$ cat src/rtl/ccc_seq_pkg.sv
// Shared state encoding, widths and default timing constants for the CCC lock
// sequencer and its sub-blocks.
package ccc_seq_pkg;

  localparam int STATE_W           = 2;
  localparam int CTR_W             = 16;
  localparam int DEF_STABLE_CYCLES = 1024;
  localparam int DEF_HOLD_CYCLES   = 64;
  localparam int DEF_CNT_W         = 8;

  typedef enum logic [STATE_W-1:0] {
    WAIT_LOCK = 2'd0,
    STABILIZE = 2'd1,
    RUN       = 2'd2,
    HOLD      = 2'd3
  } seq_state_e;

  // Terminal value of the shared counter for a phase lasting 'cycles' clocks.
  function automatic logic [CTR_W-1:0] last_count(input int cycles);
    return CTR_W'(cycles - 1);
  endfunction

endpackage

$ cat src/rtl/ccc_lock_sequencer_if.sv
// Internal bundle between the lock-input front end and the sequencing FSM.
interface ccc_lock_sequencer_if #(
  parameter int CNT_W = ccc_seq_pkg::DEF_CNT_W
) ();

  logic                               lock_s;
  logic                               sw_rst_req;
  logic                               cnt_clr;
  logic                               fab_reset_n;
  logic [CNT_W-1:0]                   loss_cnt;
  logic [ccc_seq_pkg::STATE_W-1:0]    seq_state;

  modport master (
    output lock_s,
    output sw_rst_req,
    output cnt_clr,
    input  fab_reset_n,
    input  loss_cnt,
    input  seq_state
  );

  modport slave (
    input  lock_s,
    input  sw_rst_req,
    input  cnt_clr,
    output fab_reset_n,
    output loss_cnt,
    output seq_state
  );

endinterface

$ cat src/rtl/ccc_lock_sequencer_fsm.sv
// Fabric reset sequencing FSM: waits for stable lock, releases the fabric
// reset, and re-holds it on lock loss or software request.
module ccc_lock_sequencer_fsm
  import ccc_seq_pkg::*;
#(
  parameter int STABLE_CYCLES = DEF_STABLE_CYCLES,
  parameter int HOLD_CYCLES   = DEF_HOLD_CYCLES,
  parameter int CNT_W         = DEF_CNT_W
) (
  input  logic                 clk_i,
  input  logic                 rst_ni,
  ccc_lock_sequencer_if.slave  seq_if
);

  localparam logic [CTR_W-1:0] STABLE_LAST = last_count(STABLE_CYCLES);
  localparam logic [CTR_W-1:0] HOLD_LAST   = last_count(HOLD_CYCLES);

  seq_state_e       state_q;
  logic [CTR_W-1:0] ctr_q;
  logic             fab_rst_n_q;
  logic [CNT_W-1:0] loss_q;
  logic [CNT_W-1:0] loss_d;
  logic             lock_lost;

  function automatic logic [CNT_W-1:0] sat_inc(input logic [CNT_W-1:0] v);
    return (&v) ? v : v + CNT_W'(1);
  endfunction

  // A loss only counts while the fabric is running; a dropout during
  // stabilization just restarts the wait.
  assign lock_lost = (state_q == RUN) && !seq_if.lock_s;

  always_comb begin
    loss_d = loss_q;
    if (seq_if.cnt_clr) begin
      loss_d = '0;
    end else if (lock_lost) begin
      loss_d = sat_inc(loss_q);
    end
  end

  // One counter serves both the stabilize window and the hold window; it is
  // zeroed on every state entry.
  always_ff @(posedge clk_i or negedge rst_ni) begin
    if (!rst_ni) begin
      state_q     <= WAIT_LOCK;
      ctr_q       <= '0;
      fab_rst_n_q <= 1'b0;
      loss_q      <= '0;
    end else begin
      loss_q <= loss_d;
      case (state_q)
        WAIT_LOCK: begin
          if (seq_if.lock_s) begin
            state_q <= STABILIZE;
            ctr_q   <= '0;
          end
        end
        STABILIZE: begin
          if (!seq_if.lock_s) begin
            state_q <= WAIT_LOCK;
            ctr_q   <= '0;
          end else if (ctr_q == STABLE_LAST) begin
            state_q     <= RUN;
            ctr_q       <= '0;
            fab_rst_n_q <= 1'b1;
          end else begin
            ctr_q <= ctr_q + CTR_W'(1);
          end
        end
        RUN: begin
          if (!seq_if.lock_s || seq_if.sw_rst_req) begin
            state_q     <= HOLD;
            ctr_q       <= '0;
            fab_rst_n_q <= 1'b0;
          end
        end
        default: begin
          if (ctr_q == HOLD_LAST) begin
            state_q <= WAIT_LOCK;
            ctr_q   <= '0;
          end else begin
            ctr_q <= ctr_q + CTR_W'(1);
          end
        end
      endcase
    end
  end

  assign seq_if.fab_reset_n = fab_rst_n_q;
  assign seq_if.loss_cnt    = loss_q;
  assign seq_if.seq_state   = state_q;

endmodule

$ cat src/rtl/ccc_lock_sequencer_sync.sv
// Two-flop synchronizer for a single asynchronous level (PLL lock indicator).
module sync_2ff (
  input  logic clk_i,
  input  logic rst_ni,
  input  logic d_i,
  output logic q_o
);

  logic meta_q;
  logic sync_q;

  always_ff @(posedge clk_i or negedge rst_ni) begin
    if (!rst_ni) begin
      meta_q <= 1'b0;
      sync_q <= 1'b0;
    end else begin
      meta_q <= d_i;
      sync_q <= meta_q;
    end
  end

  assign q_o = sync_q;

endmodule

$ cat src/rtl/ccc_lock_sequencer.sv
// CCC lock sequencer top: synchronizes both PLL locks and sequences the
// fabric reset release off the single RC-oscillator clock.
module ccc_lock_sequencer
  import ccc_seq_pkg::*;
#(
  parameter int STABLE_CYCLES = DEF_STABLE_CYCLES,
  parameter int HOLD_CYCLES   = DEF_HOLD_CYCLES,
  parameter int CNT_W         = DEF_CNT_W
) (
  input  logic               CLK,
  input  logic               RESET_N,
  input  logic               FAB_LOCK,
  input  logic               MSS_LOCK,
  input  logic               SW_RST_REQ,
  input  logic               CNT_CLR,
  output logic               FAB_RESET_N,
  output logic               LOCK_OK,
  output logic [CNT_W-1:0]   LOSS_CNT,
  output logic [STATE_W-1:0] SEQ_STATE
);

  logic fab_lock_s;
  logic mss_lock_s;

  ccc_lock_sequencer_if #(.CNT_W(CNT_W)) seq_if ();

  sync_2ff u_sync_fab (
    .clk_i  (CLK),
    .rst_ni (RESET_N),
    .d_i    (FAB_LOCK),
    .q_o    (fab_lock_s)
  );

  sync_2ff u_sync_mss (
    .clk_i  (CLK),
    .rst_ni (RESET_N),
    .d_i    (MSS_LOCK),
    .q_o    (mss_lock_s)
  );

  assign seq_if.lock_s     = fab_lock_s & mss_lock_s;
  assign seq_if.sw_rst_req = SW_RST_REQ;
  assign seq_if.cnt_clr    = CNT_CLR;

  ccc_lock_sequencer_fsm #(
    .STABLE_CYCLES (STABLE_CYCLES),
    .HOLD_CYCLES   (HOLD_CYCLES),
    .CNT_W         (CNT_W)
  ) u_fsm (
    .clk_i  (CLK),
    .rst_ni (RESET_N),
    .seq_if (seq_if)
  );

  assign FAB_RESET_N = seq_if.fab_reset_n;
  assign LOCK_OK     = seq_if.lock_s;
  assign LOSS_CNT    = seq_if.loss_cnt;
  assign SEQ_STATE   = seq_if.seq_state;

endmodule
$ cat config.mk
export PLATFORM = sky130hd
export DESIGN_NAME = ccc_lock_sequencer
export DESIGN_NICKNAME = d
export VERILOG_FILES = /design/src/rtl/ccc_seq_pkg.sv /design/src/rtl/ccc_lock_sequencer_if.sv /design/src/rtl/ccc_lock_sequencer_fsm.sv /design/src/rtl/ccc_lock_sequencer_sync.sv /design/src/rtl/ccc_lock_sequencer.sv
export SDC_FILE = /design/constraint.sdc
export NUM_CORES = 1
export LEC_CHECK = 0
export CELL_PAD_IN_SITES_DETAIL_PLACEMENT = 1
export CELL_PAD_IN_SITES_GLOBAL_PLACEMENT = 1
export CORE_MARGIN = 2
export CORE_UTILIZATION = 46
export CTS_CLUSTER_DIAMETER = 30
export DETAILED_ROUTE_END_ITERATION = 10
export GPL_TIMING_DRIVEN = 0
export PLACE_DENSITY = 0.92
export SYNTH_ARGS = -nofsm -noshare
export SYNTH_HDL_FRONTEND = slang
export SYNTH_HIERARCHICAL = 1
export SYNTH_SLANG_ARGS = --single-unit
$ cat constraint.sdc
create_clock -name CLK -period 5.7 [get_ports CLK]
set_input_delay 1.14 -clock CLK [delete_from_list [all_inputs] [get_ports CLK]]
set_output_delay 1.14 -clock CLK [all_outputs]
set_load 0.05 [all_outputs]
=== After elaboration in Yosys (flattened, before gate mapping) ===
Index checks and enable logic that the tools add are counted.
W data, S select, Z words.

* Flip-flop bits (word level): 31
* Latch bits: 0
* Bits of input ports: 6
* Bits in read-only memories: 0
* Output and inout port bits: 12
* Bits in writable memories: 0
* Logic and storage cells: 52
* Memories: 0

* Divide/modulo/power cells: 0
* Eq/ne operators: 10
* $lt $le $gt $ge: 0
* Muxes and demuxes: 19
* $mul: 0
* Bitwise operators: 1
* Reductions and logical operators: 12
* Add/sub/neg operators: 2
* Shift operators: 0

{| class="wikitable"
|+ Operators by type and width
! cell !! count
|-
| $mux W16 || 5
|-
| $pmux W16 S3 || 1
|-
| $mux W8 || 3
|-
| $add A16 B1 Y16 const B || 1
|-
| $eq A16 B10 Y1 const B || 1
|-
| $eq A16 B6 Y1 const B || 1
|-
| $mux W2 || 5
|-
| $add A8 B1 Y8 const B || 1
|-
| $reduce_and A4 Y1 || 2
|-
| $reduce_and A8 Y1 || 1
|-
| $ne A2 B1 Y1 const B || 3
|-
| $pmux W2 S3 || 1
|-
| $ne A2 B2 Y1 const B || 2
|-
| $reduce_and A2 Y1 || 2
|-
| $reduce_bool A2 Y1 || 2
|-
| $reduce_bool A4 Y1 || 1
|-
| $mux W1 || 3
|-
| $ne A3 B3 Y1 const B || 1
|-
| $eq A2 B1 Y1 const B || 1
|-
| $eq A2 B2 Y1 const B || 1
|-
| $logic_not A2 Y1 || 1
|-
| $pmux W1 S2 || 1
|-
| $and A1 B1 Y1 || 1
|-
| $logic_and A1 B1 Y1 || 1
|-
| other kinds (2) || 2
|}

=== Longest topological paths before layout ===
Gate-level depths: netlist of the first run.

* Depth in word-level cells: 5
* Mapped depth: 7

=== Modules after synthesis ===
The synthesis of the first run kept the hierarchy.

{| class="wikitable"
|+ By module, submodules not included
! module !! times used !! cells each !! area an instance (um2)
|-
| ccc_lock_sequencer_fsm || 1 || 155 || 1450.1
|-
| sync_2ff || 2 || 2 || 50.0
|-
| ccc_lock_sequencer || 1 || 1 || 6.3
|}

=== Worst setup path before layout of the first run ===
No wires, ideal clock.

* Path kind: input to register
* From: input SW_RST_REQ
* To: register u_fsm.ctr_q[13]
* Path buffers: 1
* Stages: 6
* Arrival: 2075 ps
* Setup slack: 3506 ps
* Cells stage by stage: inv_1 > a31o_2 > buf_6 > nor4_1 > xnor2_1 > nor2_1

* Cells in the longest elaborated chain, start to end: 3

{| class="wikitable"
|+ Ends and longest elaborated chain
! what !! RTL line !! RTL
|-
| from (decl) || ccc_lock_sequencer.sv:14 || <nowiki>input logic SW_RST_REQ,</nowiki>
|-
| $logic_or A1 B1 Y1 || ccc_lock_sequencer_fsm.sv:72 || <nowiki>if (!seq_if.lock_s || seq_if.sw_rst_req) begin</nowiki>
|-
| $ne A2 B2 Y1 (no line) || - ||
|-
| $reduce_and A2 Y1 (no line) || - ||
|-
| to (signal assigned) || ccc_lock_sequencer_fsm.sv:68 || <nowiki>ctr_q <= ctr_q + CTR_W'(1);</nowiki>
|-
| to (signal assigned) || ccc_lock_sequencer_fsm.sv:83 || <nowiki>ctr_q <= ctr_q + CTR_W'(1);</nowiki>
|-
| to (decl) || ccc_lock_sequencer_fsm.sv:19 || <nowiki>logic [CTR_W-1:0] ctr_q;</nowiki>
|}

No other way between the ends.
A chain may end at the register's enable or synchronous reset.

=== Worst setup path after layout of the first run ===
* From: register u_sync_fab.sync_q (netlist: u_sync_fab/q_o)
* To: output LOCK_OK

* Cells in the longest elaborated chain, start to end: 1

{| class="wikitable"
|+ Ends and longest elaborated chain
! what !! RTL line !! RTL
|-
| from (decl) || ccc_lock_sequencer_sync.sv:10 || <nowiki>logic sync_q;</nowiki>
|-
| from (signal assigned) || ccc_lock_sequencer_sync.sv:18 || <nowiki>sync_q <= meta_q;</nowiki>
|-
| $and A1 B1 Y1 || ccc_lock_sequencer.sv:41 || <nowiki>assign seq_if.lock_s = fab_lock_s & mss_lock_s;</nowiki>
|-
| to (decl) || ccc_lock_sequencer.sv:17 || <nowiki>output logic LOCK_OK,</nowiki>
|}

No other way between the ends.

==> results_dict.tcl, run 1 <==
set metrics [dict create \
    path_class "flop to output port" \
    die_area_mm2 0.00387 \
    initial_core_util_pct 47.4 \
    max_stage_delay_ns 0.84 \
    end_kind "output port" \
    finalSetupTns_ns 0 \
    dpl_worst_slack_ns 2.73 \
    slowest_stage "clkdlybuf4s50_1" \
    clock.fmax_mhz 351 \
    yosysUniqueCellTypes 33 \
    grt-ovfl-total 0 \
    drc 0 \
    ant_nets 0 \
    cp.depth 2 \
    drt-vias-per-instance 5.64 \
    outcome "finished, final reports clean" \
    ios 18 \
    cp_num_buf_inv 1 \
    final_common_cell "dfrtp_1" \
    cp-endpoint "LOCK_OK" \
    tightest_slew_ns 0.861 \
    avgSynthCellArea_um2 9.73 \
    clock_latency_ns 0.33 \
    syn_area_mm2 0.00156 \
    relSlewSlack_pct 42.4 \
    place_hpwl_um 2760 \
    grt_max_degree 32 \
    cp_cell_sequence "and2_1 > clkdlybuf4s50_1" \
    die_h_um 62.2 \
    nFillCells 378 \
    layout-drive-gt1-share_pct 9.29 \
    clk_pin_slew_ns 0.09 \
    cp.arrival_ns 1.71 \
    cts_max_path_buffers 2 \
    min_period_ns 2.85 \
    cts.htree.levels 2 \
    rows 21 \
    worst_ir_drop_vdd_mv 0.164 \
    dr.pass1.iters 4 \
    post-route-util_pct 55.6 \
    worstSetupStartpointType "flop" \
    routedWlPerCell_um 17.1 \
    antenna_found_initial 0 \
    path_max_fanout 6 \
    numClockSinks 31 \
    drtIter0Drc 37 \
    min_path_type "flop to flop" \
    crit_family "buffers and inverters" \
    nNetsFinal 191 \
    grt_use_total_pct 22.1 \
    p_total_w 0.000492 \
    leakagePower_nw 0.743 \
    multi_input_area_um2 732 \
    post-cts-setup-buffers 0 \
    num_vias 1292 \
    numPortBuffers 16 \
    routed_wl_um 3930 \
    hold_viol 0 \
    post_cts_resized 0 \
    area_growth_pct 17.3 \
    grt_pass1_wl_um 6670 \
    reg2reg_depth 7 \
    fin_ws_ns 2.85 \
    power_density_mw_per_mm2 269 \
    antenna_cells 0 \
    cts_hold_buf 0 \
    mostFrequentLayoutCells "31 x dfrtp_1, 25 x nor2_1, 15 x clkdlybuf4s50_1" \
    numCtsBuffers 5 \
    ff_latch_area_um2 776 \
    synth-warning-count 6 \
    r2r_end "u_fsm/ctr_q[12]" \
    ys_seq_area_share_pct 49.8 \
    drv_cap 0 \
    cp_data_required_time_ns 4.56 \
    finalSetupViolCount 0 \
    ctsRootBufferMaster "clkbuf_4" \
    grt_pass1_vias 1433 \
    core_area_mm2 0.00328 \
    fin_skew_ns 0.00855 \
    ys_seq_elements 31 \
    grt_setup_unrepaired "no" \
    fin_crit_sh_pct 50.0 \
    synth_nets 168 \
    gp_congestion 0.845 \
    report.final.slew_viol_count 0 \
    syn_inst 160 \
    r2r_slack_ns 3.42 \
    die_x_um 62.2 \
    reg2reg_from "u_fsm/ctr_q[0]" \
    crit_start "u_sync_fab/q_o" \
    cts_tree "yes" \
]
stage by stage:
step,instance area (um2),std cells,hold WS [ns]
after floorplan,1560,160,0.331
after global placement,1770,222,0.336
after detailed placement,1770,222,0.339
after CTS,1830,229,0.362
after global routing,1830,229,0.374
final,1830,229,0.358
area by class of cell:
class,instances,area share (%)
Clock buffer,6,2.81
Clock inverter,1,0.274
Inverter,6,1.23
Sequential cell,31,42.5
Timing Repair Buffer,16,8.50
Tap cell,46,3.15
Multi-Input combinational cell,120,40.1
Buffer,3,1.44
cell families (layout without fill, tap and decap cells):
logic type               count (synthesis)  in the layout  share of synthesized area [%]
AO/OA/AOI/OAI                           20             20                           9.41
buffers and inverters                    9             32                           3.13
multiplexers                             2              2                           1.29
AND/OR/NAND/NOR                         81             81                           26.3
adder cells (fa/ha/maj)                  2              2                           1.61
flip-flops                              31             31                           49.8
XOR/XNOR                                15             15                           8.44
synth_stat cells (all sizes together):
master / n / area [um2]
and4: 1 / 8.76
nand4: 4 / 25.0
ha: 2 / 25.0
nand3: 10 / 50.1
a31o: 1 / 8.76
nand2: 14 / 52.6
buf: 3 / 26.3
and3: 1 / 6.26
nor2b: 2 / 12.5
dfrtp: 31 / 776
mux2i: 2 / 20.0
o21ai: 7 / 35.0
or2: 1 / 6.26
or3: 3 / 18.8
o211ai: 2 / 15.0
nor2: 25 / 93.8
nor4: 5 / 37.5
xnor2: 10 / 87.6
a21oi: 5 / 25.0
nor3: 12 / 76.3
a41oi: 1 / 16.3
o311a: 1 / 21.3
and3b: 1 / 8.76
and2: 2 / 12.5
inv: 6 / 22.5
a31oi: 1 / 6.26
xor2: 5 / 43.8
a2111oi: 1 / 8.76
a311o: 1 / 10.0
routing by layer:
metal,track usage (%),vias to the layer above,share of wire [%]
met5,0,-,0
met4,9.17,0,1.5
met3,4.53,4,3.3
met2,40.2,25,53
met1,25.1,659,42
li1,-,604,-
report_power, final:
group | total (W) | internal (W) | switching, W
registers | 0.000246 | 0.000230 | 0.0000162
logic | 0.000113 | 0.0000397 | 0.0000728
clock network | 0.000133 | 0.0000571 | 0.0000758
flip-flops by register name (all words and copies together), names as in the netlist:
register                  cells
u_fsm/ctr_q                  16
u_fsm/seq_if.loss_cnt         8
u_fsm/seq_if.seq_state        2
u_fsm/seq_if.fab_reset_n      1
u_sync_fab/meta_q             1
u_sync_fab/q_o                1
u_sync_mss/meta_q             1
u_sync_mss/q_o                1
worst min path at each step:
stage                           start        endpoint  slack, ns  cells past startpoint
detailed placement  u_sync_fab/meta_q  u_sync_fab/q_o       0.34                      0
CTS                 u_sync_fab/meta_q  u_sync_fab/q_o       0.36                      0
global route        u_sync_fab/meta_q  u_sync_fab/q_o       0.37                      0
global placement    u_sync_fab/meta_q  u_sync_fab/q_o       0.34                      0
finish              u_sync_fab/meta_q  u_sync_fab/q_o       0.36                      0
floorplan           u_sync_fab/meta_q  u_sync_fab/q_o       0.33                      0
worst reg2reg max path: stages, from the launching register on:
cell	delay, ns
dfrtp_1	0.45
ha_1	0.24
nand2_1	0.14
nor3_1	0.55
a41oi_2	0.31
nor3_4	0.24
buf_6	0.18
nor2_1	0.06
Note: power is estimated with default switching activity, not from simulation.
==> inputs of run 2 (changes only) <==
--- a/config.mk
+++ b/config.mk
@@ -8,11 +8,11 @@
 export CELL_PAD_IN_SITES_DETAIL_PLACEMENT = 1
 export CELL_PAD_IN_SITES_GLOBAL_PLACEMENT = 1
 export CORE_MARGIN = 2
-export CORE_UTILIZATION = 46
+export CORE_UTILIZATION = 38
 export CTS_CLUSTER_DIAMETER = 30
 export DETAILED_ROUTE_END_ITERATION = 10
 export GPL_TIMING_DRIVEN = 0
-export PLACE_DENSITY = 0.92
+export PLACE_DENSITY = 0.82
 export SYNTH_ARGS = -nofsm -noshare
 export SYNTH_HDL_FRONTEND = slang
 export SYNTH_HIERARCHICAL = 1
==> constraint.sdc (replaced) <==
create_clock -name CLK -period 2.5 [get_ports CLK]
set_input_delay 0.5 -clock CLK [delete_from_list [all_inputs] [get_ports CLK]]
set_output_delay 0.5 -clock CLK [all_outputs]
set_load 0.05 [all_outputs]
==> run 2 against run 1 <==
Count of clock-buffer cells in the layout is 2 higher. Clock skew decreased by 0.0057 ns. Non-clock buffer count stayed put. Power grew to 2.5 times the previous value. Sequential share of layout area decreased by 1.1 points. Worst setup slack got worse by 2.7 ns. Critical path depth rose by 5. Via count is 0.70% higher. Sequential power up 130%. Register-to-register slack worse by 3.3 ns. Combinational power grew 130%. Highest routed layer unchanged.
==> results_dict.tcl, run 2 (synthesized netlist as in run 1, its figures left out) <==
set metrics [dict create \
    nFillCells 472 \
    r2r_end "u_fsm/ctr_q[15]" \
    core_area_mm2 0.00397 \
    path_class "flop to flop" \
    max_stage_delay_ns 0.62 \
    finalSetupTns_ns 0 \
    ctsRootBufferMaster "clkbuf_8" \
    initial_core_util_pct 39.2 \
    cts_hold_buf 0 \
    postPlaceCellArea_mm2 0.00178 \
    numCtsBuffers 5 \
    place_hpwl_um 2930 \
    num_vias 1301 \
    final_common_cell "dfrtp_1" \
    largest_reg_flops 16 \
    layout-drive-gt1-share_pct 9.24 \
    drt-vias-per-instance 5.56 \
    min_period_ns 2.33 \
    antenna_cells 0 \
    timing.hold.ws_ns 0.261 \
    grt_setup_unrepaired "no" \
    rows 23 \
    finalSetupViolCount 0 \
    ios 18 \
    leakagePower_nw 0.760 \
    dpl_worst_slack_ns 0.0926 \
    fin_area_mm2 0.00187 \
    fin_ws_ns 0.168 \
    slowest_stage "nor3_1" \
    grt_pass1_vias 1392 \
    drc 0 \
    numClockSinks 31 \
    ant_nets 0 \
    cts_tree "yes" \
    worstSetupStartpointType "flop" \
    end_kind "flop" \
    gp_congestion 0.844 \
    grt_max_degree 32 \
    dr.pass1.iters 4 \
    cts_max_path_buffers 2 \
    outcome "finished, final reports clean" \
    cts.htree.levels 2 \
    grt-ovfl-total 0 \
    crit_start "u_fsm/ctr_q[0]" \
    cp_data_required_time_ns 2.67 \
    die_area_mm2 0.00462 \
    path_max_fanout 10 \
    mostFrequentLayoutCells "31 x dfrtp_1, 25 x nor2_1, 15 x clkdlybuf4s50_1" \
    drtIter0Drc 50 \
    post-cts-setup-buffers 0 \
    drv_cap 0 \
    hold_viol 0 \
    die_h_um 68 \
    fin_crit_sh_pct 93.3 \
    area_growth_pct 20.4 \
    min_path_type "primary input to asynchronous set/reset pin" \
    antenna_found_initial 0 \
    grt_pass1_wl_um 6700 \
    cp_cell_sequence "ha_1 > nand2_1 > nor3_1 > a41oi_2 > nor3_4 > buf_6 > nor2_1" \
    post_cts_resized 0 \
    relSlewSlack_pct 40.6 \
    report.final.slew_viol_count 0 \
    routed_wl_um 4090 \
    nNetsFinal 191 \
    die_x_um 68 \
    post-route-util_pct 47.2 \
    power_density_mw_per_mm2 668 \
    reg2reg_depth 7 \
    clock_latency_ns 0.28 \
    r2r_slack_ns 0.17 \
    grt_use_total_pct 20.1 \
    routedWlPerCell_um 17.5 \
    fin_skew_ns 0.00289 \
    numPortBuffers 16 \
    top_register "u_fsm/ctr_q" \
    reg2reg_from "u_fsm/ctr_q[0]" \
    clk_pin_slew_ns 0.06 \
    worst_ir_drop_vdd_mv 0.440 \
    cp.arrival_ns 2.50 \
    clock.fmax_mhz 429 \
    tightest_slew_ns 0.887 \
]
==> run 2: cell count changes in the layout (fill, tap and decap cells not counted), sizes merged <==
cell    delta
clkbuf     +2
clkinv     -1
==> run 2: per-stage QoR <==
| step | cells | power (W) |
|---|---|---|
| after global placement | 226 | 0.000811 |
| after global routing | 234 | 0.00132 |
| final | 234 | 0.00125 |
| after detailed placement | 226 | 0.000829 |
| after CTS | 234 | 0.00127 |
| after floorplan | 160 | 0.000736 |
==> run 2: worst max-delay path: cells and delay by family (launching register included) <==
kind                     cells  cell delay, ns
adder cells (fa/ha/maj)      1            0.22
flip-flops                   1            0.40
AO/OA/AOI/OAI                1            0.32
AND/OR/NAND/NOR              4            1.09
buffers and inverters        1            0.18
==> run 2: power by group <==
group | leakage (nW) | switching, W | internal [W]
Clock | 0.0515 | 0.000183 | 0.000251
Sequential | 0.415 | 0.0000342 | 0.000525
Combinational | 0.293 | 0.000169 | 0.0000898
==> run 2: cell type report <==
type	instances	area, um2	area share (%)
multi-input combinational	120	732	39.1
clock buffer	8	100	5.34
tap	50	62.6	3.34
buffer	3	26.3	1.40
timing repair buffer	16	155	8.28
inverter	6	22.5	1.20
sequential	31	776	41.4
==> run 2: metal layers <==
| layer | global-route usage, % | share of wire, % | vias to the layer above |
|---|---|---|---|
| met5 | 0 | 0 | - |
| met4 | 11.3 | 2.5 | 0 |
| met3 | 4.28 | 4.0 | 10 |
| met2 | 35.4 | 52 | 37 |
| met1 | 22.4 | 41 | 650 |
| li1 | - | - | 604 |
==> run 2: how the worst max path moves through the flow <==
| stage | to |
|---|---|
| floorplan | u_fsm/ctr_q[13] |
| global placement | u_fsm/ctr_q[9] |
| detailed placement | u_fsm/ctr_q[10] |
| CTS | u_fsm/ctr_q[14] |
| global route | u_fsm/ctr_q[15] |
| finish | u_fsm/ctr_q[15] |
==> patch: new RTL, flow settings as in run 2 <==
Add an input register stage for `FAB_LOCK`, `MSS_LOCK` and `CNT_CLR`, without a reset; this delays them by one clock.
--- a/src/rtl/ccc_lock_sequencer.sv
+++ b/src/rtl/ccc_lock_sequencer.sv
@@ -20,4 +20,14 @@
 );
 
+  logic FAB_LOCK_q;
+  logic MSS_LOCK_q;
+  logic CNT_CLR_q;
+
+  always_ff @(posedge CLK) begin
+      FAB_LOCK_q <= FAB_LOCK;
+      MSS_LOCK_q <= MSS_LOCK;
+      CNT_CLR_q  <= CNT_CLR;
+  end
+
   logic fab_lock_s;
   logic mss_lock_s;
@@ -28,5 +38,5 @@
     .clk_i  (CLK),
     .rst_ni (RESET_N),
-    .d_i    (FAB_LOCK),
+    .d_i    (FAB_LOCK_q),
     .q_o    (fab_lock_s)
   );
@@ -35,5 +45,5 @@
     .clk_i  (CLK),
     .rst_ni (RESET_N),
-    .d_i    (MSS_LOCK),
+    .d_i    (MSS_LOCK_q),
     .q_o    (mss_lock_s)
   );
@@ -41,5 +51,5 @@
   assign seq_if.lock_s     = fab_lock_s & mss_lock_s;
   assign seq_if.sw_rst_req = SW_RST_REQ;
-  assign seq_if.cnt_clr    = CNT_CLR;
+  assign seq_if.cnt_clr    = CNT_CLR_q;
 
   ccc_lock_sequencer_fsm #(
Formal check against the unedited RTL: not equivalent (a bounded check fails within 4 cycles, from zero or initial values and one cycle with RESET_N low).
==> patch against run 2 <==
Final area is 3.5% higher; critical path depth fell by 5; via count is 0.31% higher; power increased by 3.0%; sequential share of layout area up 1.7 points; synthesized area grew 3.9%; worst setup slack improved by 140 ps; routed wire length fell by 7.1%; sequential cell count is 3 higher; worst hold slack barely moved; sequential power rose by 8.4%; critical endpoint is now LOCK_OK.
==> patch: results (changes against run 2) <==
metric;value;unit;change
final_layout_size_suffix_gt1_share;9.57;%;was 9.24%
finalNonFillerCells;238;;was 234
reg2reg_setup_slack;320;ps;was 170 ps
synth_fa_ha_area_share;1.55;%;was 1.61%
crit_slowest_cell;clkdlybuf4s50_1;;was nor3_1
whs;261;ps;about the same
grt_use_total;17.0;%;was 20.1%
outcome;completed;;unchanged
synth_mux_area_share;1.24;%;was 1.29%
yosysSeqAreaShare;51.7;%;was 49.8%
synth_compound_area_share;9.06;%;was 9.41%
syn_nets;171;;was 168
dp_slack;169;ps;was 92.6 ps
crit_path_max_incr_delay;860;ps;was 620 ps
cp_max_fo;6;;was 10
ys_types;34;;was 33
routabilityCongestion;0.784;;was 0.844
synthCells;163;;was 160
p_switching;0.401;mW;was 0.386 mW
synthTopCellsByArea;dfrtp_1, nor2_1, xnor2_1, dfxtp_1, nand2_1;;was dfrtp_1, nor2_1, xnor2_1, nand2_1, nand3_1
ir_worst_vdd;0.235;mV;was 0.440 mV
reg2reg_to;u_fsm/ctr_q[5]$_DFFE_PN0P_;;was u_fsm/ctr_q[15]$_DFFE_PN0P_
wl;3800;um;was 4090 um
async_flop_share;91.2;%;was 100%
p_leak;0.785;nW;was 0.760 nW
grt_pass1_wl;6600;um;was 6700 um
synth_xor_area_share;8.13;%;was 8.44%
grt_pass1_vias;1457;;was 1392
dp.cells;230;;was 226
fillCellCount;458;;was 472
dpl_cell_area;1850;um^2;was 1780 um^2
worst_pin_slew;831;ps;was 887 ps
critical_path_arrival;1700;ps;was 2500 ps
drt-initial-drc-count;47;;was 50
==> patch: cell types whose count changed in the layout (fill, tap and decap cells not counted) <==
cell | run 2 | this run
clkbuf_8 | 7 | 6
clkinvlp_4 | 0 | 1
clkdlybuf4s50_1 | 15 | 16
clkbuf_1 | 1 | 0
clkinv_2 | 0 | 1
dfxtp_1 | 0 | 3
==> patch: layout make-up <==
type                       count  area (um^2)  area share, %
timing repair buffer          17          165           8.52
buffer                         3         26.3           1.35
clock buffer                   6         82.6           4.26
tap                           50         62.6           3.23
sequential                    34          836           43.1
inverter                       6         22.5           1.16
clock inverter                 2         12.5          0.645
multi-input combinational    120          732           37.7
==> patch: how the worst max path moves through the flow <==
stage	slack, ps	to	startpoint	cells after the start
2_1_floorplan	550	u_fsm/ctr_q[13]$_DFFE_PN0P_	u_sync_fab/q_o$_DFF_PN0_	7
4_1_cts	280	LOCK_OK	u_sync_mss/q_o$_DFF_PN0_	2
3_3_place_gp	260	u_fsm/ctr_q[9]$_DFFE_PN0P_	SW_RST_REQ	6
3_5_place_dp	170	u_fsm/ctr_q[9]$_DFFE_PN0P_	SW_RST_REQ	6
5_1_grt	80	u_fsm/ctr_q[5]$_DFFE_PN0P_	u_fsm/ctr_q[0]$_DFFE_PN0P_	7
6_report	300	LOCK_OK	u_sync_fab/q_o$_DFF_PN0_	2
==> patch: per-layer routing <==
metal	share of wire [%]	routed length, um	global-route usage, %	vias up
li1	-	-	-	613
met1	42	1580	19.5	664
met2	53	2030	31.3	24
met3	4.1	155	4.22	4
met4	0.90	34	4.79	0
met5	0	0	0	-
==> patch: worst max-delay path, delay by kind of cell (launching register included) <==
kind,cells,cell delay (ps)
buf+inv,1,860
flops,1,320
simple gates,1,230
